File: config.mk
export PLATFORM = sky130hd
export DESIGN_NAME = prm_edge_scan_seq
export DESIGN_NICKNAME = d
export VERILOG_FILES = /design/src/rtl/prm_edge_scan_seq.sv
export SDC_FILE = /design/constraint.sdc
export NUM_CORES = 1
export LEC_CHECK = 0
export CAP_MARGIN = 30
export CORE_MARGIN = 2
export CORE_UTILIZATION = 35
export CTS_CLUSTER_SIZE = 14
export DETAILED_ROUTE_END_ITERATION = 6
export HOLD_SLACK_MARGIN = 0.02
export PLACE_DENSITY = 0.66
export SLEW_MARGIN = 10
export SYNTH_ARGS = -nofsm -noshare
export SYNTH_HDL_FRONTEND = slang
export SYNTH_SLANG_ARGS = --single-unit
export TNS_END_PERCENT = 100
File: constraint.sdc
create_clock -name clk -period 4 [get_ports clk]
set_input_delay 0.8 -clock clk [delete_from_list [all_inputs] [get_ports clk]]
set_output_delay 0.8 -clock clk [all_outputs]
set_load 0.01 [all_outputs]
File: src/rtl/prm_edge_scan_seq.sv
// Edge-check sequencer: walks NSAMP codes base + i*stride through the obstacle checker and folds edge_mask into a verdict.
// Optional feature macro: PRM_EDGE_EARLY_EXIT_EN (stop scanning at the first blocked sample).
module prm_edge_scan_seq #(
  parameter  int NSAMP = 16,
  parameter  int IDW   = 8,
  localparam int IW    = (NSAMP > 1) ? $clog2(NSAMP) : 1
) (
  input  logic           clk,
  input  logic           rst_n,
  input  logic           req_valid,
  output logic           req_ready,
  input  logic [14:0]    req_base,
  input  logic [14:0]    req_stride,
  input  logic [IDW-1:0] req_id,
  output logic [14:0]    chk_code,
  input  logic           chk_mask,
  output logic           rsp_valid,
  input  logic           rsp_ready,
  output logic [IDW-1:0] rsp_id,
  output logic           rsp_blocked,
  output logic [IW-1:0]  rsp_hit_idx,
  output logic [IW:0]    rsp_nblk
);

`ifdef PRM_EDGE_EARLY_EXIT_EN
  localparam bit EARLY_EXIT = 1'b1;
`else
  localparam bit EARLY_EXIT = 1'b0;
`endif

  localparam logic [IW-1:0] LAST_IDX = IW'(NSAMP - 1);

  typedef enum logic [1:0] {
    ST_IDLE = 2'd0,
    ST_SCAN = 2'd1,
    ST_DONE = 2'd2
  } state_e;

  state_e         state_q, state_d;
  logic [14:0]    code_q, code_d;
  logic [14:0]    stride_q, stride_d;
  logic [IW-1:0]  idx_q, idx_d;
  logic [IDW-1:0] id_q, id_d;
  logic           blocked_q, blocked_d;
  logic [IW-1:0]  hit_q, hit_d;
  logic [IW:0]    nblk_q, nblk_d;
  logic           req_ready_q, req_ready_d;
  logic           rsp_valid_q, rsp_valid_d;
  logic           exit_s;

  // State and datapath registers; handshake outputs are registered decodes of the next state.
  always_ff @(posedge clk or negedge rst_n) begin
    if (!rst_n) begin
      state_q     <= ST_IDLE;
      code_q      <= 15'd0;
      stride_q    <= 15'd0;
      idx_q       <= {IW{1'b0}};
      id_q        <= {IDW{1'b0}};
      blocked_q   <= 1'b0;
      hit_q       <= {IW{1'b0}};
      nblk_q      <= {(IW+1){1'b0}};
      req_ready_q <= 1'b1;
      rsp_valid_q <= 1'b0;
    end else begin
      state_q     <= state_d;
      code_q      <= code_d;
      stride_q    <= stride_d;
      idx_q       <= idx_d;
      id_q        <= id_d;
      blocked_q   <= blocked_d;
      hit_q       <= hit_d;
      nblk_q      <= nblk_d;
      req_ready_q <= req_ready_d;
      rsp_valid_q <= rsp_valid_d;
    end
  end

  // Next-state, sample folding and code stepping.
  always_comb begin
    state_d   = state_q;
    code_d    = code_q;
    stride_d  = stride_q;
    idx_d     = idx_q;
    id_d      = id_q;
    blocked_d = blocked_q;
    hit_d     = hit_q;
    nblk_d    = nblk_q;
    exit_s    = 1'b0;
    case (state_q)
      ST_IDLE: begin
        if (req_valid) begin
          state_d   = ST_SCAN;
          code_d    = req_base;
          stride_d  = req_stride;
          id_d      = req_id;
          idx_d     = {IW{1'b0}};
          blocked_d = 1'b0;
          hit_d     = {IW{1'b0}};
          nblk_d    = {(IW+1){1'b0}};
        end else begin
          state_d = ST_IDLE;
        end
      end
      ST_SCAN: begin
        if (chk_mask) begin
          nblk_d    = nblk_q + (IW+1)'(1);
          blocked_d = 1'b1;
          if (!blocked_q) begin
            hit_d = idx_q;
          end else begin
            hit_d = hit_q;
          end
        end else begin
          nblk_d = nblk_q;
        end
        exit_s = (idx_q == LAST_IDX) || (EARLY_EXIT && chk_mask);
        // Code is frozen on exit so the last scanned sample stays on chk_code.
        if (exit_s) begin
          state_d = ST_DONE;
        end else begin
          code_d = code_q + stride_q;
          idx_d  = idx_q + IW'(1);
        end
      end
      ST_DONE: begin
        if (rsp_ready) begin
          state_d = ST_IDLE;
        end else begin
          state_d = ST_DONE;
        end
      end
      default: begin
        state_d = ST_IDLE;
      end
    endcase
    req_ready_d = (state_d == ST_IDLE);
    rsp_valid_d = (state_d == ST_DONE);
  end

  assign req_ready   = req_ready_q;
  assign rsp_valid   = rsp_valid_q;
  assign chk_code    = code_q;
  assign rsp_id      = id_q;
  assign rsp_blocked = blocked_q;
  assign rsp_hit_idx = hit_q;
  assign rsp_nblk    = nblk_q;

endmodule

==> results.cfg, run 1 <==
[cells_and_area]
diodes = 0
final_cells = 512
synthToLayoutAreaGrowth_pct = 34.3
postLayoutCoreUtil = 0.487
drive_gt1_frac = 0.0663
final_nets = 466
fill_cells = 780

[logic_synthesis]
ys_ff_latch = 56
syn_inst = 327
syn_nets = 387
synthArstFlopShare = 1.00
yosys-top-cells-count = nand2_1, dfrtp_1, a21oi_1
synth_top_area_cell = dfrtp_1
synth_area_leaders = dfrtp_1, nand2_1, ha_1, a21oi_1, o21ai_0
synth_edf_count = 0
yosys.cell_types.count = 47
synth_compound_area_frac = 0.190
ys.warnings.count = 0
netlist_area_um2 = 2980
synthXorXnorAreaFrac = 0.0235
synth_flop_cell = dfrtp_1
synthSimpleGateAreaFrac = 0.211
synth.mux.area_fraction = 0.00715
ys_seq_area_frac = 0.471
avgSynthCellArea_um2 = 9.10
synth_top_family_by_area = simple AND/OR/NAND/NOR gates
yosysTopAreaCellShare = 0.462
synthAdderAreaFrac = 0.0740
yosysMostFrequentCell = nand2_1

[timing]
worst_slew_margin_rel = 0.448
final_hold_viol_count = 0
finalCritPeriodShare = 0.593
tightestPinTransition_ns = 0.828
rsz0062_at_grt = no
period_needed_ns = 2.37
fin_ws_ns = 1.63
finClkSkew_ns = 0.0103
setup_viol = 0
slew_violations = 0
setup_tns_ns = 0
max_freq_ghz = 0.421

[floorplan]
start_util = 0.362
ios = 78
die_w_um = 96.2
die_area_um2 = 9260
core-area_um2 = 8220
fp.dieH_um = 96.2
row_count = 33

[critical_path]
startpoint = chk_code[0]
reg2reg_depth = 10
startpoint_type = register
rr_endpoint = chk_code[14]
crit_type = register to register
critical_path.endpoint_type = register
cp.arrival_ns = 2.57
cp.required_ns = 4.20
crit_fanout = 3
r2r_start = chk_code[0]
r2r_slack_ns = 1.63

[cts]
numCtsBuffers = 5
cts.reportedPaths.clkPinSlew_ns = 0.10
clk_path_buf_depth = 2
cts_hold_buf = 0
post_cts_buffers = 0
root_buffer = clkbuf_8
cts_sinks = 56
cts_max_level = 2
postCtsResizedCells = 0
clk_latency_ns = 0.31
cts_tree = built

[flow_run]
maxCapViolCount = 0

[route]
vias = 2577
drt_iter0_drc = 76
totalWireLength_mm = 7.41
wl_per_cell_um = 14.5
drc = 0
drt-vias-per-instance = 5.03
dr.pass1.iters = 4
drtAntennaViolNets = 0

[pwr]
fin_total_pwr_mw = 3.69
powerDensity_nw_per_um2 = 922
ir_drop_mv = 0.377
power_leakage_nw = 1.81

[global_routing]
grt_pass1_wl_mm = 12.1
grt_max_degree = 42
grt_pass1_vias = 2533
grt_overflow = 0
antenna_found_initial = 0
grt.total_usage = 0.171

[worst_hold_path]
hp-class = primary input to asynchronous set/reset pin

[placement]
gp_congestion = 0.866
placedCellCount = 503
port_buffers = 77
hpwl_mm = 5.34
preCtsSetupSlack_ns = 1.36

[run_status]
status = completed
cell usage in the layout (no fill, tap or decap), drive strengths merged, types with 3 or more instances in the layout:
cell	netlist	final
buf	4	7
a31oi	3	3
a21oi	24	24
o22ai	3	3
clkdlybuf4s50	0	76
nor2b	3	3
a211oi	3	3
nor2	21	21
dfrtp	55	55
a22o	5	5
a21o	6	6
nand2b	3	3
nand3	7	7
xor2	4	4
clkbuf	7	7
ha	16	16
nand4	3	3
inv	6	6
o21ai	25	25
xnor2	4	4
nand2	89	89
nor3	4	4
o21a	5	5
and3	6	6
stage by stage:
stage / hold slack, ns / cell area (µm²)
floorplan: 0.450 / 2980
global placement: 0.464 / 3860
detailed placement: 0.465 / 3880
CTS: 0.491 / 3980
global route: 0.308 / 4000
finish: 0.320 / 4000
area by class of cell:
type                       count  area (µm²)  area share
inverter                       6        22.5     0.00563
sequential                    56        1400       0.351
timing repair buffer          83         843       0.211
tap                          105         131      0.0329
clock inverter                 1        7.51     0.00188
clock buffer                   7        86.3      0.0216
multi-input combinational    254        1510       0.376
power by group:
group / internal, mW / switching, mW
clock: 0.141 / 0.188
combinational: 1.08 / 1.19
sequential: 0.861 / 0.225
registers in the layout, indices dropped and copies added, names as in the netlist:
| signal | flops |
|---|---|
| chk_code | 15 |
| stride_q | 15 |
| rsp_id | 8 |
| rsp_nblk | 5 |
| idx_q | 4 |
| rsp_hit_idx | 4 |
| state_q | 2 |
| req_ready | 1 |
| rsp_blocked | 1 |
| rsp_valid | 1 |
worst max-delay path by stage:
stage	to	slack, ns	cells after the start
floorplan	chk_code[14]	1.91	10
global placement	chk_code[14]	1.37	9
detailed placement	chk_code[14]	1.36	9
CTS	chk_code[14]	1.63	10
global route	chk_code[10]	1.52	9
finish	chk_code[14]	1.63	10
worst max-delay path: stages (launching register included):
cell and delay, ns:
dfrtp_1 0.41, ha_1 0.20, inv_1 0.06, fa_1 0.39, nor2b_1 0.25, o21bai_2 0.11
and3b_1 0.20, o21ai_2 0.26, nand3_2 0.10, a21oi_1 0.20, nor4_2 0.07
metal layers:
metal,vias to the layer above,GRT usage,part of all wire
li1,1289,-,-
met1,1212,0.234,0.47
met2,70,0.275,0.47
met3,6,0.0290,0.053
met4,0,0.0536,0.012
met5,-,0,0
cell families after synthesis:
logic type / Yosys count
XOR/XNOR: 8
multiplexers: 2
AND/OR/NAND/NOR: 143
AO/OA/AOI/OAI: 84
flip-flops: 56
adder cells (fa/ha/maj): 17
buffers and inverters: 17
No activity file was read; power rests on OpenSTA's default activity.
==> run 2: changes to the inputs <==
Clock period 4 ns to 2.2 ns, I/O delays scaled along.
==> run 2 against run 1 <==
Compared with the run above:
- count of clock-buffer cells in the layout is the same
- largest power group unchanged
- critical path depth shrank 1
- die area is the same
- critical path type unchanged
- routed wire length shrank 0.42%
==> results.cfg, run 2 (synthesis results as in run 1) <==
[critical_path]
startpoint_type = register
cp.required_ns = 2.45
crit_type = register to register
startpoint = stride_q[0]
r2r_start = stride_q[0]
crit_fanout = 3
critical_path.endpoint_type = register
cp.arrival_ns = 2.36

[cts]
cts_hold_buf = 0
cts.reportedPaths.clkPinSlew_ns = 0.10
clk_latency_ns = 0.31
root_buffer = clkbuf_8
cts_tree = built
cts_sinks = 56
clk_path_buf_depth = 2
cts_max_level = 2
numCtsBuffers = 5

[floorplan]
ios = 78
row_count = 33
fp.dieH_um = 96.2
die_area_um2 = 9260
core-area_um2 = 8220
start_util = 0.362
die_w_um = 96.2

[global_routing]
grt_max_degree = 57
grt.total_usage = 0.168
antenna_found_initial = 0
grt_pass1_vias = 2563
grt_overflow = 0
grt_pass1_wl_mm = 12.2

[timing]
period_needed_ns = 2.11
setup_tns_ns = 0
rsz0062_at_grt = yes
finalHoldWorstSlack_ns = 0.102
finalCritPeriodShare = 0.960
worst_slew_margin_rel = 0.697
finClkSkew_ns = 0.0114
setup_viol = 0
max_freq_ghz = 0.474
slew_violations = 0
tightestPinTransition_ns = 0.454
final_hold_viol_count = 0

[pwr]
fin_total_pwr_mw = 6.86
pwr-share-clk = 0.087
power_leakage_nw = 1.85
power_frac_seq = 0.285
comb_power_share = 0.628
powerDensity_nw_per_um2 = 1690
ir_drop_mv = 0.742
netSwitchingPower_mw = 2.95
p_sw_frac = 0.430
p_int_mw = 3.91

[route]
totalWireLength_mm = 7.37
drc = 0
drt_iter0_drc = 101
wl_met2_mm = 3.41
vias = 2593
dr.pass1.iters = 4
dr_wl_met3_um = 380
wl_per_cell_um = 14.2
drt-vias-per-instance = 4.98
met1_length_mm = 3.53
highest_layer = met4
drtAntennaViolNets = 0

[cells_and_area]
mostFrequentLayoutCell = nand2_1
diodes = 0
final_cell_mix = nand2_1, clkdlybuf4s50_1, dfrtp_1
drive_gt1_frac = 0.0962
final_nets = 475
fill_cells = 793
synthToLayoutAreaGrowth_pct = 36.6

[flow_run]
maxCapViolCount = 0

[worst_hold_path]
hp-class = primary input to asynchronous set/reset pin

[run_status]
status = completed

[placement]
gp_congestion = 0.837
hpwl_mm = 5.48
port_buffers = 77
run 2: layout make-up:
class / count / area, µm² / area share
multi-input cells: 254 / 1530 / 0.375
well taps: 105 / 131 / 0.0323
clock inverters: 1 / 7.51 / 0.00185
repair buffers: 92 / 891 / 0.219
inverters: 6 / 22.5 / 0.00554
clock buffers: 7 / 86.3 / 0.0212
flip-flops and latches: 56 / 1400 / 0.345
run 2: what timing repair did:
action                                  in CTS  in global routing
endpoints found under the setup margin       0                  6
setup buffers                                0                  1
gates resized for setup                      0                  7
hold endpoints to repair                     0                  0
run 2: power groups by stage:
stage | clock network, mW | registers [mW] | logic, mW
after floorplan | 0 | 2.03 | 2.71
after global placement | 0 | 1.97 | 4.16
after detailed placement | 0 | 1.98 | 4.23
after CTS | 0.616 | 1.96 | 4.26
after global routing | 0.651 | 2.03 | 4.84
final | 0.595 | 1.96 | 4.31
run 2: routing by layer:
metal  vias up  GRT usage
li1       1310          -
met1      1223      0.230
met2        55      0.277
met3         5     0.0360
met4         0     0.0321
met5         -          0
run 2: worst max-delay path, stage by stage, from the launching register on:
cell and delay [ns]:
dfrtp_1 0.36, ha_1 0.18, inv_1 0.06, fa_1 0.39
nor2b_2 0.16, o21bai_2 0.09, a211oi_1 0.25, o21ai_1 0.10
mux2_1 0.33, a21oi_1 0.13
run 2: final timing paths:
check	to	slack (ns)	depth (start not counted)
worst max-delay path	chk_code[10]	0.09	9
worst min-delay path	stride_q[7]	0.10	2
worst max register to register	chk_code[10]	0.09	9
worst min register to register	rsp_id[3]	0.49	2
max in group asynchronous	req_ready	1.79	2
min in group clk	rsp_id[3]	0.49	2
run 2: metrics by stage:
stage,worst slack (ns),instance area (µm²),std cells,util
2_1_floorplan,0.113,2980,327,-
3_3_place_gp,0.0946,3950,512,0.480
3_5_place_dp,0.0205,3950,512,0.480
4_1_cts,0.0164,4040,520,0.492
5_1_grt,-0.0401,4070,521,0.495
6_report,0.0887,4070,521,0.495
==> run 3: changes to the inputs <==
Settings changed: CORE_UTILIZATION 35 to 44, PLACE_DENSITY 0.66 to 0.81, RECOVER_POWER set to 25.
Clock period 2.2 ns to 1.9 ns, I/O delays scaled along.
==> run 3 against run 2 <==
Compared with the run above:
- die area is 20% lower
- the run now ends with setup timing left
- sequential power is 15% higher
- fmax is 2.0% higher
- utilization is 18 points higher
- critical endpoint is now chk_code[14]
- design area is 6.9% higher
- worst hold slack better by 0.35 ns
- sequential share of layout area is 2.2 points lower
- global-route usage is 5.3 points higher
==> results.cfg, run 3 (synthesis results as in run 1) <==
[run_status]
status = finished with violations
violations = setup timing

[route]
totalWireLength_mm = 7.92
drtAntennaViolNets = 0
drt-vias-per-instance = 5.34
drc = 0
dr.pass1.iters = 4
wl_per_cell_um = 15.1
drt_iter0_drc = 178
vias = 2793

[global_routing]
grt_overflow = 0
grt_pass1_vias = 2860
grt_pass1_wl_mm = 13.2
antenna_found_initial = 0
grt.total_usage = 0.221
grt_max_degree = 57

[cells_and_area]
synthToLayoutAreaGrowth_pct = 46.0
drive_gt1_frac = 0.184
final_cells = 523
mostFrequentLayoutCell = nand2_1
final_nets = 505
final_cell_mix = nand2_1, clkdlybuf4s50_1, dfrtp_1
final-seq-area_um2 = 1400
multi_input_area_um2 = 1610
fill_cells = 506
diodes = 0

[timing]
fin_ws_ns = -0.170
setup_tns_ns = -0.946
finClkSkew_ns = 0.00927
rsz0062_at_grt = yes
setup_viol = 8
tightestPinTransition_ns = 1.38
finalHoldWorstSlack_ns = 0.451
finalCritPeriodShare = 1.09
period_needed_ns = 2.07
final_hold_viol_count = 0
worst_slew_margin_rel = 0.0817
slew_violations = 0
max_freq_ghz = 0.483

[critical_path]
startpoint_type = register
crit_fanout = 3
cp.required_ns = 2.13
r2r_slack_ns = -0.17
crit_type = register to register
crit_family = simple AND/OR/NAND/NOR gates
crit_cells = 10
critical_path.endpoint_type = register
rr_endpoint = chk_code[14]
path_cells = ha_2, inv_2, fa_2, nor2b_4, o21bai_4, and3b_1, o21ai_4, o21ai_2, and3_1, nor4_2
cp_slowest_cell = dfrtp_1
cp_slowest_stage_delay_ns = 0.38
r2r_start = chk_code[0]
reg2reg_depth = 10
startpoint = chk_code[0]
endpoint = chk_code[14]
path_buf_inv = 1
cp.arrival_ns = 2.30

[placement]
preCtsSetupSlack_ns = -0.148
gp_congestion = 0.849
port_buffers = 77
placedCellCount = 511
hpwl_mm = 5.74

[pwr]
p_int_mw = 5.32
pwr-share-clk = 0.088
netSwitchingPower_mw = 3.86
ir_drop_mv = 1.06
power_frac_seq = 0.245
p_sw_frac = 0.421
power_leakage_nw = 2.01
powerDensity_nw_per_um2 = 2110
comb_power_share = 0.667

[floorplan]
die_w_um = 86.3
fp.dieH_um = 86.3
core-area_um2 = 6460
start_util = 0.461
ios = 78
row_count = 29
die_area_um2 = 7440

[cts]
cts_sinks = 56
cts_max_level = 2
root_buffer = clkbuf_8
clk_path_buf_depth = 2
numCtsBuffers = 5
cts.reportedPaths.clkPinSlew_ns = 0.11
cts_hold_buf = 0
clk_latency_ns = 0.31
cts_tree = built

[flow_run]
maxCapViolCount = 0

[worst_hold_path]
hp-class = primary input to asynchronous set/reset pin
-- run 3: final cells by class --
type / instances / share of cell area
flip-flops and latches: 56 / 0.323
clock inverters: 2 / 0.00892
repair buffers: 122 / 0.255
multi-input cells: 254 / 0.369
clock buffers: 6 / 0.0167
well taps: 77 / 0.0222
inverters: 6 / 0.00518
-- run 3: through the flow --
stage | area [µm²] | power (mW) | utilization
after global placement | 4130 | 7.61 | 0.640
after global routing | 4350 | 9.93 | 0.673
final | 4350 | 9.19 | 0.673
after detailed placement | 4130 | 7.85 | 0.640
after floorplan | 3000 | 5.54 | -
after CTS | 4300 | 8.90 | 0.666
-- run 3: repair_timing --
| action | CTS | global route |
|---|---|---|
| pin swaps | 8 | 14 |
| resized for setup | 8 | 15 |
| setup endpoints to repair | 9 | 14 |
| setup buffers | 5 | 3 |
-- run 3: worst min-delay path by stage --
stage / to / cells after the start
after floorplan: chk_code[0] / 0
after global placement: rsp_id[7] / 2
after detailed placement: rsp_id[7] / 2
after CTS: rsp_id[7] / 2
after global routing: rsp_id[2] / 2
final: rsp_blocked / 2
-- run 3: power groups by stage --
| stage | clock [mW] | sequential [mW] | combinational (mW) |
|---|---|---|---|
| floorplan | 0 | 2.36 | 3.18 |
| global placement | 0 | 2.22 | 5.39 |
| detailed placement | 0 | 2.26 | 5.59 |
| CTS | 0.819 | 2.24 | 5.84 |
| global route | 0.861 | 2.32 | 6.75 |
| finish | 0.807 | 2.25 | 6.13 |
-- run 3: metal layers --
layer | vias to the layer above | wire, µm | GRT usage | part of all wire
li1 | 1374 | - | - | -
met1 | 1327 | 3520 | 0.295 | 0.44
met2 | 81 | 3980 | 0.376 | 0.50
met3 | 11 | 322 | 0.0295 | 0.041
met4 | 0 | 104 | 0.0668 | 0.013
met5 | - | 0 | 0 | 0
